### config.mk
export PLATFORM = sky130hd
export DESIGN_NAME = fp_align
export DESIGN_NICKNAME = d
export VERILOG_FILES = /design/src/rtl/fp_align.sv
export SDC_FILE = /design/constraint.sdc
export NUM_CORES = 1
export LEC_CHECK = 0
export BUFFER_PORTS_ARGS = -buffer_cell sky130_fd_sc_hd__buf_4
export CAP_MARGIN = 20
export CORE_MARGIN = 1
export CORE_UTILIZATION = 45
export CTS_CLUSTER_DIAMETER = 200
export DETAILED_ROUTE_END_ITERATION = 8
export GPL_TIMING_DRIVEN = 0
export HOLD_SLACK_MARGIN = 0.03
export PLACE_DENSITY = 0.71
export SETUP_SLACK_MARGIN = 0.2
export SLEW_MARGIN = 20
export SYNTH_ARGS = -nofsm -noshare
export SYNTH_HDL_FRONTEND = slang
export SYNTH_SLANG_ARGS = --single-unit
### constraint.sdc
create_clock -name clk -period 13.1 [get_ports clk]
set_clock_uncertainty 0.15 [all_clocks]
set_input_delay 3.275 -clock clk [delete_from_list [all_inputs] [get_ports clk]]
set_output_delay 3.275 -clock clk [all_outputs]
set_load 0.03 [all_outputs]
### src/rtl/fp_align.sv
// rtl/fp_align.sv - IEEE-754 single-precision operand alignment ahead of the mantissa adder
//
// Purpose: unpacks two single-precision operands and right-shifts the significand
// of the operand with the smaller effective exponent, one bit per cycle, until both
// share the larger exponent. Bits lost off the bottom are collected in sticky.
//
// Ports:
//   clk, rst_n           clock, synchronous active-low reset
//   in_valid, in_ready   operand handshake (in_ready high only in IDLE)
//   a_in, b_in           32-bit IEEE-754 operands
//   out_valid, out_ready result handshake (out_valid high only in DONE)
//   sig_a, sig_b         aligned 24-bit significands {hidden, fraction}, in operand order
//   exp_out              common (larger effective) exponent
//   sign_a, sign_b       operand signs
//   sticky               OR of every bit shifted out of the smaller operand
//   special              either operand has an all-ones exponent (Inf/NaN)

module fp_align (
  input  logic        clk,
  input  logic        rst_n,
  input  logic        in_valid,
  output logic        in_ready,
  input  logic [31:0] a_in,
  input  logic [31:0] b_in,
  output logic        out_valid,
  input  logic        out_ready,
  output logic [23:0] sig_a,
  output logic [23:0] sig_b,
  output logic [7:0]  exp_out,
  output logic        sign_a,
  output logic        sign_b,
  output logic        sticky,
  output logic        special
);

  typedef enum logic [1:0] {
    IDLE  = 2'd0,
    SHIFT = 2'd1,
    DONE  = 2'd2
  } state_t;

  state_t      state;
  logic [4:0]  counter;
  logic        shift_b;   // 1: B is the smaller operand and is being shifted

  // Unpacked view of the incoming pair, only used on the accept edge.
  logic [7:0]  eff_a, eff_b;
  logic [23:0] raw_a, raw_b;
  logic        a_big;
  logic [7:0]  d;
  logic        spec_in;

  always_comb begin
    eff_a   = (a_in[30:23] == 8'd0) ? 8'd1 : a_in[30:23];
    eff_b   = (b_in[30:23] == 8'd0) ? 8'd1 : b_in[30:23];
    raw_a   = {(a_in[30:23] != 8'd0), a_in[22:0]};
    raw_b   = {(b_in[30:23] != 8'd0), b_in[22:0]};
    a_big   = (eff_a >= eff_b);
    d       = a_big ? (eff_a - eff_b) : (eff_b - eff_a);
    spec_in = (a_in[30:23] == 8'hFF) || (b_in[30:23] == 8'hFF);
  end

  always_ff @(posedge clk) begin
    if (!rst_n) begin
      state     <= IDLE;
      in_ready  <= 1'b1;
      out_valid <= 1'b0;
      sig_a     <= 24'd0;
      sig_b     <= 24'd0;
      exp_out   <= 8'd0;
      sign_a    <= 1'b0;
      sign_b    <= 1'b0;
      sticky    <= 1'b0;
      special   <= 1'b0;
      counter   <= 5'd0;
      shift_b   <= 1'b0;
    end else begin
      case (state)
        IDLE: begin
          if (in_valid) begin
            sign_a   <= a_in[31];
            sign_b   <= b_in[31];
            special  <= spec_in;
            exp_out  <= a_big ? eff_a : eff_b;
            shift_b  <= a_big;
            in_ready <= 1'b0;
            sticky   <= 1'b0;
            counter  <= 5'd0;
            sig_a    <= raw_a;
            sig_b    <= raw_b;
            if (spec_in || d == 8'd0) begin
              state     <= DONE;
              out_valid <= 1'b1;
            end else if (d <= 8'd24) begin
              state   <= SHIFT;
              counter <= d[4:0];
            end else begin
              // Everything falls off the bottom: smaller significand collapses into sticky.
              state     <= DONE;
              out_valid <= 1'b1;
              if (a_big) begin
                sig_b  <= 24'd0;
                sticky <= |raw_b;
              end else begin
                sig_a  <= 24'd0;
                sticky <= |raw_a;
              end
            end
          end
        end

        SHIFT: begin
          if (shift_b) begin
            sig_b  <= sig_b >> 1;
            sticky <= sticky | sig_b[0];
          end else begin
            sig_a  <= sig_a >> 1;
            sticky <= sticky | sig_a[0];
          end
          counter <= counter - 5'd1;
          if (counter == 5'd1) begin
            state     <= DONE;
            out_valid <= 1'b1;
          end
        end

        DONE: begin
          if (out_ready) begin
            state     <= IDLE;
            out_valid <= 1'b0;
            in_ready  <= 1'b1;
          end
        end

        default: begin
          state     <= IDLE;
          out_valid <= 1'b0;
          in_ready  <= 1'b1;
        end
      endcase
    end
  end

endmodule

==> results.cfg <==
[cts]
ctsHtreeMaxLevel = 3
cts_made_buffers = 9
clock_latency_ns = 0.35
cts_hold_buf = 0
ctsResizeCount = 0
clockBufferDepth = 2
clkTransAtPathRegs_ns = 0.08
clockRootBuffer = clkbuf_8
tritoncts = done
cts_sinks = 70
post-cts-setup-buffers = 0

[routing]
wirelength_microns = 14400
drt_iter0_markers = 242
drc_errors = 0
vias = 4899
viasPerCell = 5.83
wl_per_cell_microns = 17.1
first_pass_iters = 5
ant_nets = 0

[grt]
antenna_found_initial = 0
grt.overflow.total = 0
grt_usage_pct = 26.8
grt-busiest-layer = met2
met1_usage_pct = 36.9
grt_pass1_vias = 4805
grt_pass1_wl_microns = 23700
gr-usage-met3_pct = 4.03
grt_max_degree = 14
grtUsageMet2_pct = 41.9

[floorplan]
rows = 36
core_area_sq_mm = 0.00991
die_w_microns = 104
dieArea_sq_mm = 0.0108
initial_core_util_pct = 47.0
fp.dieH_microns = 104
ios = 130

[yosys]
synth_warnings = 0
synth_edf_count = 0
async_flop_share_pct = 0
synthXorXnorAreaFrac_pct = 1.13
synth.avg_cell_area_sq_um = 8.28
synth_compound_area_share_pct = 41.4
synth_fa_ha_area_share_pct = 5.42
synth_area_sq_mm = 0.00466
synth_cell_types = 53
yosysSeqAreaShare_pct = 30.1
ys_ff_latch = 70
syn-num-nets = 650
synth_top_family_by_area = compound AO/OA/AOI/OAI gates
ys.flop_type = dfxtp_1
synthMuxAreaShare_pct = 1.56
synth-simple-area-share_pct = 12.5
syn_inst = 563

[run_status]
status = finished clean

[min_path]
hold_path_class = reg -> reg
holdPathEnd = sig_b[23]
worstHoldStart = sig_b[23]
hold_depth = 2

[layout]
final_common_cell = buf_4
stdcell_area_sq_mm = 0.00598
synthToLayoutAreaGrowth_pct = 28.4
nNetsFinal = 789
mostFrequentLayoutCells = 131 x buf_4, 75 x a21oi_1, 70 x dfxtp_1
final_cells = 840
layout-drive-gt1-share_pct = 33.1
num_antenna_cells = 0

[setup_path]
cp_max_fo = 10
worst_r2r_path_depth = 8
r2r-start = state[0]
startpoint_type = input pin
end_kind = register
required_ns = 13.21
worst-setup-path-type = in -> reg
rrSetupSlack_ns = 10.61
cp.arrival_ns = 7.44
rr_endpoint = sig_b[12]
critPathMaxStageDelay_ns = 0.86
slowest_stage = a2111oi_4
crit_chain = buf_4 > nor4_1 > nand2_1 > nand2b_1 > ha_1 > inv_1 > fa_1 > a21o_1 > a21oi_1 > o21a_1 > buf_6 > mux2i_4 > nand4_2 > a2111oi_4 > o211ai_2 > o31ai_2

[sta]
maxSlewViolCount = 0
setup-tns-final_ns = 0
setup_viol = 0
fin_crit_sh_pct = 55.9
finalCriticalPeriod_ns = 7.32
tightestPinTransition_ns = 0.907
fmax_mhz = 137
rsz0062_at_grt = false
timing.hold.ws_ns = 0.340
hold_violations = 0
relSlewSlack_pct = 39.5

[pwr]
total_power_mw = 0.800
ir_drop_uv = 74.6
power_density_mw_per_mm2 = 134
p_leak_nw = 2.53

[placement]
portBuffers = 128
place.gp.congestion = 0.876
dp_cells = 824
placed_area_sq_mm = 0.00579
post-dp-hpwl_microns = 11000

[run]
cap_violations = 0
state kept, by name, indices dropped and copies added (netlist names):
signal,count
shift_b,1
sign_a,1
state,2
in_ready,1
special,1
exp_out,8
sig_b,24
out_valid,1
sticky,1
sign_b,1
counter,5
sig_a,24
cell usage after synthesis, types with 7 or more instances:
master	n	area [sq um]
a21oi_1	75	375
a21oi_2	31	272
clkbuf_1	46	173
dfxtp_1	70	1400
ha_1	17	213
inv_1	19	71.3
nand2_1	33	124
nand4_1	7	43.8
nor2_1	23	86.3
nor3_1	7	35.0
nor4_1	12	75.1
o211a_1	9	90.1
o211ai_1	16	120
o211ai_2	38	475
o21ai_0	60	300
critical path, delay by kind of cell:
kind | cells | cell delay (ns)
buffers and inverters | 3 | 0.36
AO/OA/AOI/OAI | 6 | 1.86
AND/OR/NAND/NOR | 4 | 0.98
adder cells (fa/ha/maj) | 2 | 0.66
multiplexers | 1 | 0.29
worst max-delay path by stage:
stage,startpoint,to,slack [ns],cells past startpoint
6_report,b_in[27],counter[1],5.78,16
5_1_grt,b_in[27],sig_a[10],5.55,17
4_1_cts,b_in[27],counter[1],5.80,16
3_5_place_dp,b_in[27],sig_b[16],5.44,17
3_3_place_gp,b_in[27],sig_b[9],5.56,17
2_1_floorplan,a_in[27],sig_a[0],6.39,16
report_power, final:
part	internal, mW	total (mW)	switching, mW	leakage (nW)
clock	0.0886	0.179	0.0906	0.0996
sequential	0.246	0.274	0.0280	0.578
combinational	0.131	0.346	0.215	1.85
cell families after synthesis:
logic type	Yosys count
multiplexers	6
AO/OA/AOI/OAI	266
AND/OR/NAND/NOR	115
flip-flops	70
buffers and inverters	81
XOR/XNOR	6
adder cells (fa/ha/maj)	19
area by class of cell:
class	instances	area, sq um
tap	133	166
buffer	62	295
timing repair buffer	128	961
multi-input combinational	412	2890
sequential	70	1400
clock buffer	9	124
fill	903	3930
inverter	19	71.3
clock inverter	7	73.8
through the flow:
step | worst slack (ns) | util, %
2_1_floorplan | 6.39 | -
3_3_place_gp | 5.56 | 58.4
3_5_place_dp | 5.44 | 58.4
4_1_cts | 5.80 | 60.4
5_1_grt | 5.55 | 60.4
6_report | 5.78 | 60.4
per-layer routing:
layer / wire length, microns / vias up / share of wire [%]
li1: - / 2347 / -
met2: 6620 / 189 / 46
met3: 758 / 28 / 5.3
met5: 0 / - / 0
met1: 6660 / 2335 / 46
met4: 315 / 0 / 2.2
Note: power is estimated with default switching activity, not from simulation.
